### src/rtl/iter_shift_unit_pkg.sv
// Shared definitions for the iterative shifter: FSM state encoding and
// shift-direction constants.
package iter_shift_unit_pkg;

    typedef enum logic [1:0] {
        IDLE  = 2'd0,
        SHIFT = 2'd1,
        DONE  = 2'd2
    } state_t;

    localparam logic DIR_LEFT  = 1'b0;
    localparam logic DIR_RIGHT = 1'b1;

endpackage

### src/rtl/iter_shift_unit_shift1.sv
// Single-bit shift stage: one position left (zero in) or right (fill_bit in).
module shift1_stage
    import iter_shift_unit_pkg::*;
#(
    parameter int N = 8
) (
    input  logic [N-1:0] data,
    input  logic         dir,
    input  logic         fill_bit,
    output logic [N-1:0] result
);

    always_comb begin
        if (dir == DIR_LEFT) begin
            result = {data[N-2:0], 1'b0};
        end else begin
            result = {fill_bit, data[N-1:1]};
        end
    end

endmodule

### src/rtl/iter_shift_unit.sv
// Multi-cycle shifter: applies one single-bit shift per clock until the
// captured amount is exhausted, then pulses done with the result on C.
module iter_shift_unit
    import iter_shift_unit_pkg::*;
#(
    parameter int N   = 8,
    parameter int SHW = $clog2(N)
) (
    input  logic           clk,
    input  logic           rst,
    input  logic           start,
    input  logic [N-1:0]   A,
    input  logic [SHW-1:0] SHAMT,
    input  logic           DIR,
    input  logic           ARITH,
    output logic           busy,
    output logic           done,
    output logic [N-1:0]   C
);

    // The counter must be able to hold N itself so an over-range amount on a
    // non-power-of-two width can be clamped to a full, all-fill shift.
    localparam int CW = $clog2(N + 1);

    state_t          state;
    state_t          state_next;
    logic [CW-1:0]   count;
    logic [CW-1:0]   amt;
    logic            dir_q;
    logic            arith_q;
    logic            accept;
    logic            fill_bit;
    logic [N-1:0]    c_shifted;

    function automatic logic [CW-1:0] clamp_amt(input logic [SHW-1:0] a);
        logic [CW-1:0] w;
        w = CW'(a);
        return (w >= CW'(N)) ? CW'(N) : w;
    endfunction

    assign amt      = clamp_amt(SHAMT);
    assign accept   = start && ((state == IDLE) || (state == DONE));
    assign fill_bit = arith_q & C[N-1];

    shift1_stage #(
        .N (N)
    ) u_shift1 (
        .data     (C),
        .dir      (dir_q),
        .fill_bit (fill_bit),
        .result   (c_shifted)
    );

    always_ff @(posedge clk) begin
        if (rst) begin
            state <= IDLE;
        end else begin
            state <= state_next;
        end
    end

    always_comb begin
        state_next = state;
        case (state)
            IDLE: begin
                if (start) begin
                    state_next = (amt == '0) ? DONE : SHIFT;
                end
            end
            SHIFT: begin
                if (count == CW'(1)) begin
                    state_next = DONE;
                end
            end
            DONE: begin
                if (start) begin
                    state_next = (amt == '0) ? DONE : SHIFT;
                end else begin
                    state_next = IDLE;
                end
            end
            default: state_next = IDLE;
        endcase
    end

    always_comb begin
        busy = (state == SHIFT);
        done = (state == DONE);
    end

    // Result register and remaining-shift counter.
    always_ff @(posedge clk) begin
        if (rst) begin
            C     <= '0;
            count <= '0;
        end else if (accept) begin
            C     <= A;
            count <= amt;
        end else if (state == SHIFT) begin
            C     <= c_shifted;
            count <= count - CW'(1);
        end
    end

    always_ff @(posedge clk) begin
        if (accept) begin
            dir_q   <= DIR;
            arith_q <= ARITH;
        end
    end

endmodule

### config.mk
export PLATFORM = sky130hd
export DESIGN_NAME = iter_shift_unit
export DESIGN_NICKNAME = d
export VERILOG_FILES = /design/src/rtl/iter_shift_unit_pkg.sv /design/src/rtl/iter_shift_unit_shift1.sv /design/src/rtl/iter_shift_unit.sv
export SDC_FILE = /design/constraint.sdc
export NUM_CORES = 1
export LEC_CHECK = 0
export CORE_MARGIN = 2
export CORE_UTILIZATION = 40
export DETAILED_ROUTE_END_ITERATION = 16
export GPL_TIMING_DRIVEN = 0
export PLACE_DENSITY = 0.7
export SYNTH_ARGS = -nofsm -noshare
export SYNTH_HDL_FRONTEND = slang
export SYNTH_SLANG_ARGS = --single-unit
export TNS_END_PERCENT = 10
### constraint.sdc
create_clock -name clk -period 2.6 [get_ports clk]
set_clock_uncertainty 0.1 [all_clocks]
set_input_delay 0.65 -clock clk [delete_from_list [all_inputs] [get_ports clk]]
set_output_delay 0.65 -clock clk [all_outputs]
set_load 0.03 [all_outputs]
### Yosys cells after proc, flatten, opt, wreduce, memory -nomap -nowiden

Cells that the tools add are included.

* register bits after elaboration: 16
* word-level logic and storage cells: 30

* add/subtract/negate cells: 1
* eq/ne operators: 5
* multiplexer cells: 10
* bitwise gates (word level): 1
* reduce and logical (&&, ||, !) cells: 7

Operator list (number)
* $mux W8: 3
* $mux W2: 4
* $mux W3: 2
* $pmux W2 S3: 1
* $eq A4 B1 Y1 const B: 1
* $logic_not A4 Y1: 1
* $sub A4 B1 Y4 const B: 1
* $eq A2 B1 Y1 const B: 1
* $eq A2 B2 Y1 const B: 1
* $logic_not A2 Y1: 1
* $ne A2 B1 Y1 const B: 1
* $ne A2 B2 Y1 const B: 1
* $reduce_and A2 Y1: 1
* $reduce_bool A2 Y1: 1
* $reduce_or A2 Y1: 1
* $and A1 B1 Y1: 1
* $logic_and A1 B1 Y1: 1
* $logic_or A1 B1 Y1: 1

### Depth between registers and ports, before layout

Gate-level depths: netlist of the first run.

* word-level depth: 4
* gate-level depth with buffers: 5

### By module

From an unflattened synthesis of the first run, not the netlist that was laid out.

* cell total of the unflattened synthesis: 92
* area total of the unflattened synthesis: 880.8 µm²

Modules (own cells, without submodules)
* iter_shift_unit: instances 1, cells an instance 83, area an instance 757.0 µm², seq. area each 340.3 µm²
* shift1_stage: instances 1, cells an instance 9, area an instance 123.9 µm², seq. area each 0.0 µm²

### Worst setup path after synthesis of the first run

Ideal clock, no wire load.

* path kind: register to output
* start: register state[1]
* end: output busy
* arrival: 0.838 ns
* required time: 1.850 ns
* setup slack: 1.012 ns
* stages on the path, launching flop included: 4
* cell sequence: dfxtp_1 nand2b_1 buf_4 inv_1

* longest elaborated chain between the ends: 1

RTL lines
* start: declaration: line iter_shift_unit.sv:25 `state_t state;`
* start signal: assignment: line iter_shift_unit.sv:58 `state <= state_next;`
* $eq A2 B1 Y1: line iter_shift_unit.sv:87 `busy = (state == SHIFT);`
* end: declaration: line iter_shift_unit.sv:16 `output logic busy,`

Every way passes these cells.

### Worst setup path after layout of the first run

* start: register state[1]
* end: output done

* longest elaborated chain between the ends: 1

RTL lines
* $eq A2 B2 Y1: line iter_shift_unit.sv:88 `done = (state == DONE);`
* end: declaration: line iter_shift_unit.sv:17 `output logic done,`

Every way passes these cells.

==> results.txt, run 1 <==
----------------------------------------------------
[Global route]
  Overflow after GRT ... 0
  Maximum number of pins on one net before global-route repair ... 12
  Vias in the first global route ... 705
  Gr usage total ... 0.170
  Wire length of the first global-routing pass ... 3280 µm
  Number of antenna violations at the first check in global routing ... 0

[STA]
  Final count of negative-setup-slack endpoints ... 0
  Final period util ... 0.835
  Rel. slew slack ... 0.770
  Number of pins exceeding their max-slew limit in the final report ... 0
  Setup Total Neg Slack ... 0 ns
  Worst-case hold slack ... 0.403 ns
  Measured slew at the worst slew-check pin ... 0.342 ns
  Setup repair after global routing missed its margin ... no
  Final critical-path setup slack ... 0.429 ns
  Achievable Freq ... 461 MHz
  Final worst path period need ... 2.17 ns
  Final hold viol count ... 0

[CTS]
  Root cell of the clock tree ... sky130_fd_sc_hd__clkbuf_4
  CTS max path bufs ... 2
  CTS Hold Bufs ... 0
  Number of sinks handled by clock tree synthesis ... 16
  Clock slew at reported path FFs ... 0.10 ns
  TritonCTS clock tree ... done
  H-tree Lvls ... 1
  CTS Buf Count ... 3
  Postcts setup bufs ... 0
  Cells resized by post-CTS repair ... 0
  Worst-Skew Late Latency ... 0.28 ns

[Floorplan]
  Area inside the core boundary ... 2000 µm²
  Effective utilization at floorplan ... 0.434
  Chip Width ... 50.6 µm
  Floorplan die area ... 2560 µm²
  Cell Rows ... 16
  IO Pins ... 26
  Vertical die dimension ... 50.6 µm

[Worst setup path]
  Crit path arrival time ... 1.42 ns
  Biggest fanout along the worst timing path ... 3
  Capturing element type of the critical path ... primary output
  Standard cell with the maximum stage delay on the critical path ... sky130_fd_sc_hd__clkdlybuf4s50_1
  Cell-by-cell trace of the critical path ... nor2b_1, clkdlybuf4s50_1
  Data required time at the worst endpoint ... 1.85 ns
  Type of the worst setup path ... reg2out
  Type of origin of the critical path ... flip-flop
  Worst path max stage delay ... 0.67 ns

[Routing]
  Vias after detailed routing ... 776
  Average detailed-routed wire length per instance ... 13.9 µm
  Number of nets with antenna violations after routing ... 0
  Post-route DRC violation count ... 0
  Number of detailed-routing iterations run before antenna repair ... 4
  Wire length reported by the detailed router ... 2020 µm
  Starting DRT DRC Count ... 8
  Via-to-Cell Ratio ... 5.35

[Worst hold path]
  Path category of the worst min-delay check ... reg2reg

[Synth]
  Post-synth top flop ... sky130_fd_sc_hd__dfxtp_1
  Count of different cell masters after synthesis ... 35
  Average footprint of a synthesized cell ... 9.76 µm²
  Number of cells produced by synthesis ... 89
  Warnings, synthesis ... 0
  Syn_nets ... 107
  Post-synthesis sequential area ratio ... 0.392
  Flops & latches, synth ... 16
  FFs w/ async S/R, synth ... 0
  Number of enable-type register cells in the synthesized netlist ... 2
  Area of the mapped netlist ... 868 µm²

[Layout]
  FILL cells ... 183
  Most common cell after layout, fill and taps aside ... sky130_fd_sc_hd__clkdlybuf4s50_1
  FF+latch area ... 340 µm²
  Share of final-layout standard cells stronger than drive strength 1 ... 0.169
  Share of the core filled with cells in the final layout ... 0.590
  Synthesis-to-finish area growth ... 36.0%
  Area of combinational cells with multiple inputs ... 462 µm²
  Diodes inserted ... 0
  Total Nets Final ... 137
  Commonest non-fill, non-tap cells in the layout ... sky130_fd_sc_hd__clkdlybuf4s50_1, sky130_fd_sc_hd__dfxtp_1, sky130_fd_sc_hd__nand2_1, sky130_fd_sc_hd__nor2b_1, sky130_fd_sc_hd__a21oi_1

[Pwr]
  Power per cell area ... 560 nW/µm²
  Leakage power summed over all cells ... 0.000451 µW
  Maximum resistive drop on vdd ... 0.374 mV

[Place]
  Port Buf Inserts ... 25
  Gpl congestion ... 0.761
  Detailed placement HPWL ... 1480 µm
  Place WS ... 0.388 ns

[Outcome]
  Run status ... completed

[Run]
  # Max-Cap Violations ... 0

----------------------------------------------------
[final timing paths]
kind | startpoint | end | slack [ns] | cells past startpoint
setup / recovery | state[1] | done | 0.43 | 2
hold / removal | count[1] | count[1] | 0.40 | 2
setup reg to reg | state[1] | count[3] | 1.27 | 3
hold reg to reg | count[1] | count[1] | 0.40 | 2
[registers in the layout (all words and copies together), names as in the netlist]
register and cells:
C 8, count 4, state 2, arith_q 1
dir_q 1
[critical path: cells and delay by family, from the launching register on]
family	cells	cell delay, ns
buffers and inverters	1	0.67
flip-flops	1	0.34
AND/OR/NAND/NOR	1	0.12
[cell type report]
cell class	count	share of cell area
Clock buffer	4	0.0222
Tap cell	27	0.0286
Inverter	4	0.0148
Timing Repair Buffer	25	0.214
Sequential cell	16	0.288
Multi-Input combinational cell	63	0.391
Buffer	6	0.0413
[cells in the mapped netlist (2+ instances only)]
cell type / n / area [µm²]
sky130_fd_sc_hd__dfxtp_1: 14 / 280
sky130_fd_sc_hd__nand2_1: 9 / 33.8
sky130_fd_sc_hd__a21oi_1: 6 / 30.0
sky130_fd_sc_hd__nor2b_1: 6 / 37.5
sky130_fd_sc_hd__a211oi_1: 5 / 37.5
sky130_fd_sc_hd__a311oi_2: 4 / 60.1
sky130_fd_sc_hd__nor2_1: 4 / 15.0
sky130_fd_sc_hd__buf_2: 3 / 15.0
sky130_fd_sc_hd__inv_1: 3 / 11.3
sky130_fd_sc_hd__nand2b_1: 3 / 18.8
sky130_fd_sc_hd__nor3_1: 3 / 15.0
sky130_fd_sc_hd__a221oi_2: 2 / 30.0
sky130_fd_sc_hd__edfxtp_1: 2 / 60.1
sky130_fd_sc_hd__ha_1: 2 / 25.0
sky130_fd_sc_hd__mux2i_1: 2 / 20.0
sky130_fd_sc_hd__nand3_1: 2 / 10.0
[stage by stage]
step	instances	power, µW	cell area, µm²
detailed placement	141	528	1150
global route	145	696	1180
floorplan	89	443	868
global placement	141	525	1150
CTS	145	669	1180
finish	145	661	1180
[report_power, final]
group	leakage [µW]	internal (µW)	switching (µW)
clock	0.0000150	59.6	80.5
sequential	0.000135	277	25.0
combinational	0.000301	107	113
total	0.000451	443	218
[layer usage]
metal  up-vias  part of all wire  wire (µm)  track usage
li1        388                 -          -            -
met1       370              0.49        992        0.227
met2        16              0.46        926        0.270
met3         2             0.040         81       0.0536
met4         0            0.0074         15       0.0315
met5         -                 0          0            0
[kinds of logic (layout without fill, tap and decap cells)]
family,count (synthesis),count (layout),synth area share
multiplexers,3,3,0.0360
flip-flops,16,16,0.392
buffers and inverters,10,39,0.0764
XOR/XNOR,1,1,0.0101
adder cells (fa/ha/maj),2,2,0.0288
AO/OA/AOI/OAI,23,23,0.233
AND/OR/NAND/NOR,34,34,0.223
(Power assumes the default switching activity.)
==> run 2: changes to the inputs <==
PLACE_DENSITY = 0.72   (was 0.7)
clock period = 1.9 ns   (was 2.6 ns; I/O delays follow)
==> run 2 against run 1 <==
Net effect:
- sequential share of layout area rose by 0.48 points
- worst setup slack got worse by 0.33 ns
- clock power rose by 34%
- core utilization fell by 0.75 points
- sequential power rose by 37%
- power rose by 34%
- via count fell by 0.90%
- final area fell by 1.3%
- register-to-register slack got worse by 0.71 ns
- cell count did not move
==> results.txt, run 2 (synthesis gave the netlist of run 1 again) <==
----------------------------------------------------
[Floorplan]
  Floorplan die area ... 2560 µm² (unchanged)
  IO Pins ... 26 (unchanged)
  Cell Rows ... 16 (unchanged)
  Chip Width ... 50.6 µm (unchanged)
  Area inside the core boundary ... 2000 µm² (unchanged)
  Vertical die dimension ... 50.6 µm (unchanged)
  Effective utilization at floorplan ... 0.434 (unchanged)

[Place]
  Placement Cell Area ... 1150 µm² (unchanged)
  Port Buf Inserts ... 25 (unchanged)
  Place WS ... -0.137 ns (-0.526 ns)
  Detailed placement HPWL ... 1530 µm (+3.9%)
  Placed Cells incl. Taps ... 141 (unchanged)
  Gpl congestion ... 0.749 (-1.6%)

[Layout]
  Diodes inserted ... 0 (unchanged)
  Synthesis-to-finish area growth ... 34.3%
  Total Nets Final ... 137 (unchanged)
  Most common cell after layout, fill and taps aside ... sky130_fd_sc_hd__clkdlybuf4s50_1
  Largest register FFs ... 8 (unchanged)
  Register name with the most flops ... C
  Registers with the highest flip-flop counts ... C x8, count x4, state x2
  Commonest non-fill, non-tap cells in the layout ... sky130_fd_sc_hd__clkdlybuf4s50_1, sky130_fd_sc_hd__dfxtp_1, sky130_fd_sc_hd__nand2_1, sky130_fd_sc_hd__dlygate4sd2_1
  Share of final-layout standard cells stronger than drive strength 1 ... 0.195 (+0.0254)
  Post-layout instance count excluding filler cells ... 145 (unchanged)
  Share of the core filled with cells in the final layout ... 0.583 (-0.00750)
  Finished layout cell area ... 1170 µm² (-1.3%)

[Global route]
  Gr usage total ... 0.184 (+0.0141)
  Wire length of the first global-routing pass ... 3510 µm (+7.0%)
  Vias in the first global route ... 765 (+8.5%)
  Maximum number of pins on one net before global-route repair ... 12 (unchanged)
  Number of antenna violations at the first check in global routing ... 0 (unchanged)
  Overflow after GRT ... 0 (unchanged)

[Worst setup path]
  Crit path arrival time ... 1.22 ns (-0.20 ns)
  Data required time at the worst endpoint ... 1.32 ns (-0.53 ns)
  Biggest fanout along the worst timing path ... 10 (+7)
  Capturing element type of the critical path ... primary output
  Type of the worst setup path ... reg2out
  Type of origin of the critical path ... flip-flop

[Run]
  # Max-Cap Violations ... 0 (unchanged)

[Pwr]
  Proportion of power drawn by combinational gates ... 0.324 (-0.008)
  Relative contribution of sequential cells to total power ... 0.466 (+0.010)
  Sw power ... 301 µW (+38%)
  Leakage power summed over all cells ... 0.000469 µW (+4.2%)
  Clock group share of total power ... 0.210 (-0.002)
  Maximum resistive drop on vdd ... 0.415 mV (+11%)
  Int Power ... 587 µW (+32%)
  Switching share of power ... 0.339 (+0.00936)
  Power per cell area ... 761 nW/µm² (+36%)

[Routing]
  Number of nets with antenna violations after routing ... 0 (unchanged)
  Wire length reported by the detailed router ... 2100 µm (+4.3%)
  Starting DRT DRC Count ... 13 (+5)
  Average detailed-routed wire length per instance ... 14.5 µm (+4.3%)
  Number of detailed-routing iterations run before antenna repair ... 4 (unchanged)
  Via-to-Cell Ratio ... 5.30 (-0.90%)
  Post-route DRC violation count ... 0 (unchanged)
  Vias after detailed routing ... 769 (-0.90%)

[CTS]
  Number of sinks handled by clock tree synthesis ... 16 (unchanged)
  Worst-Skew Late Latency ... 0.29 ns (about the same)
  CTS Buf Count ... 3 (unchanged)
  H-tree Lvls ... 1 (unchanged)
  CTS max path bufs ... 2 (unchanged)
  Root cell of the clock tree ... sky130_fd_sc_hd__clkbuf_4
  TritonCTS clock tree ... done
  Clock slew at reported path FFs ... 0.09 ns (about the same)

[STA]
  Setup repair after global routing missed its margin ... no
  Final hold viol count ... 0 (unchanged)
  Final count of negative-setup-slack endpoints ... 0 (unchanged)
  Rel. slew slack ... 0.798 (+0.0281)
  Number of pins exceeding their max-slew limit in the final report ... 0 (unchanged)
  Final period util ... 0.946
  Achievable Freq ... 556 MHz
  Measured slew at the worst slew-check pin ... 0.300 ns (-0.0417 ns)
  Final critical-path setup slack ... 0.103 ns (-0.326 ns)
  Final worst path period need ... 1.80 ns

[Outcome]
  Run status ... completed

[Worst hold path]
  Path category of the worst min-delay check ... reg2reg

----------------------------------------------------
==> run 2: final cells by class <==
cell class                 count  area [µm²]
buffer                         6        48.8
clock buffer                   3        22.5
clock inverter                 1        3.75
fill                         189         836
inverter                       4        17.5
multi-input combinational     63         462
sequential                    16         342
tap                           27        33.8
timing repair buffer          25         236
==> run 2: path summary, 6_finish.rpt <==
path	from	to	slack [ns]	cells past startpoint
hold / removal	count[1]	count[1]	0.42	2
hold reg to reg	count[1]	count[1]	0.42	2
setup reg to reg	dir_q	C[3]	0.56	3
setup / recovery	state[1]	busy	0.10	4
==> run 2: layer usage <==
metal  track usage  vias to the layer above  share of wire
met5             0                        -              0
li1              -                      381              -
met1         0.224                      361           0.45
met3        0.0536                        7          0.043
met4        0.0946                        0          0.026
met2         0.292                       20           0.48
==> run 2: power groups by stage <==
stage          registers (µW)  logic (µW)  clock network [µW]
2_1_floorplan             450         157                   0
3_3_place_gp              419         299                   0
3_5_place_dp              420         303                   0
4_1_cts                   412         287                 193
5_1_grt                   419         310                 207
6_report                  413         288                 187
==> run 2: timing repair <==
item | CTS | global route
hold buffers | 0 | 0
setup endpoints to repair | 10 | 1
cloned | 0 | 0
gates resized for setup | 14 | 4
setup buffers | 0 | 0
==> run 2: critical path: stages (launching register included) <==
cell and delay [ns]:
sky130_fd_sc_hd__dfxtp_1 0.33, sky130_fd_sc_hd__nand2b_1 0.16, sky130_fd_sc_hd__buf_4 0.18, sky130_fd_sc_hd__inv_2 0.09, sky130_fd_sc_hd__buf_4 0.16
==> run 2: per-stage QoR <==
stage	total power, µW	hold slack [ns]	TNS (ns)
after floorplan	607	0.361	0
after global placement	718	0.377	-0.121
after detailed placement	723	0.399	-0.137
after CTS	891	0.413	0
after global routing	935	0.435	0
final	888	0.417	0
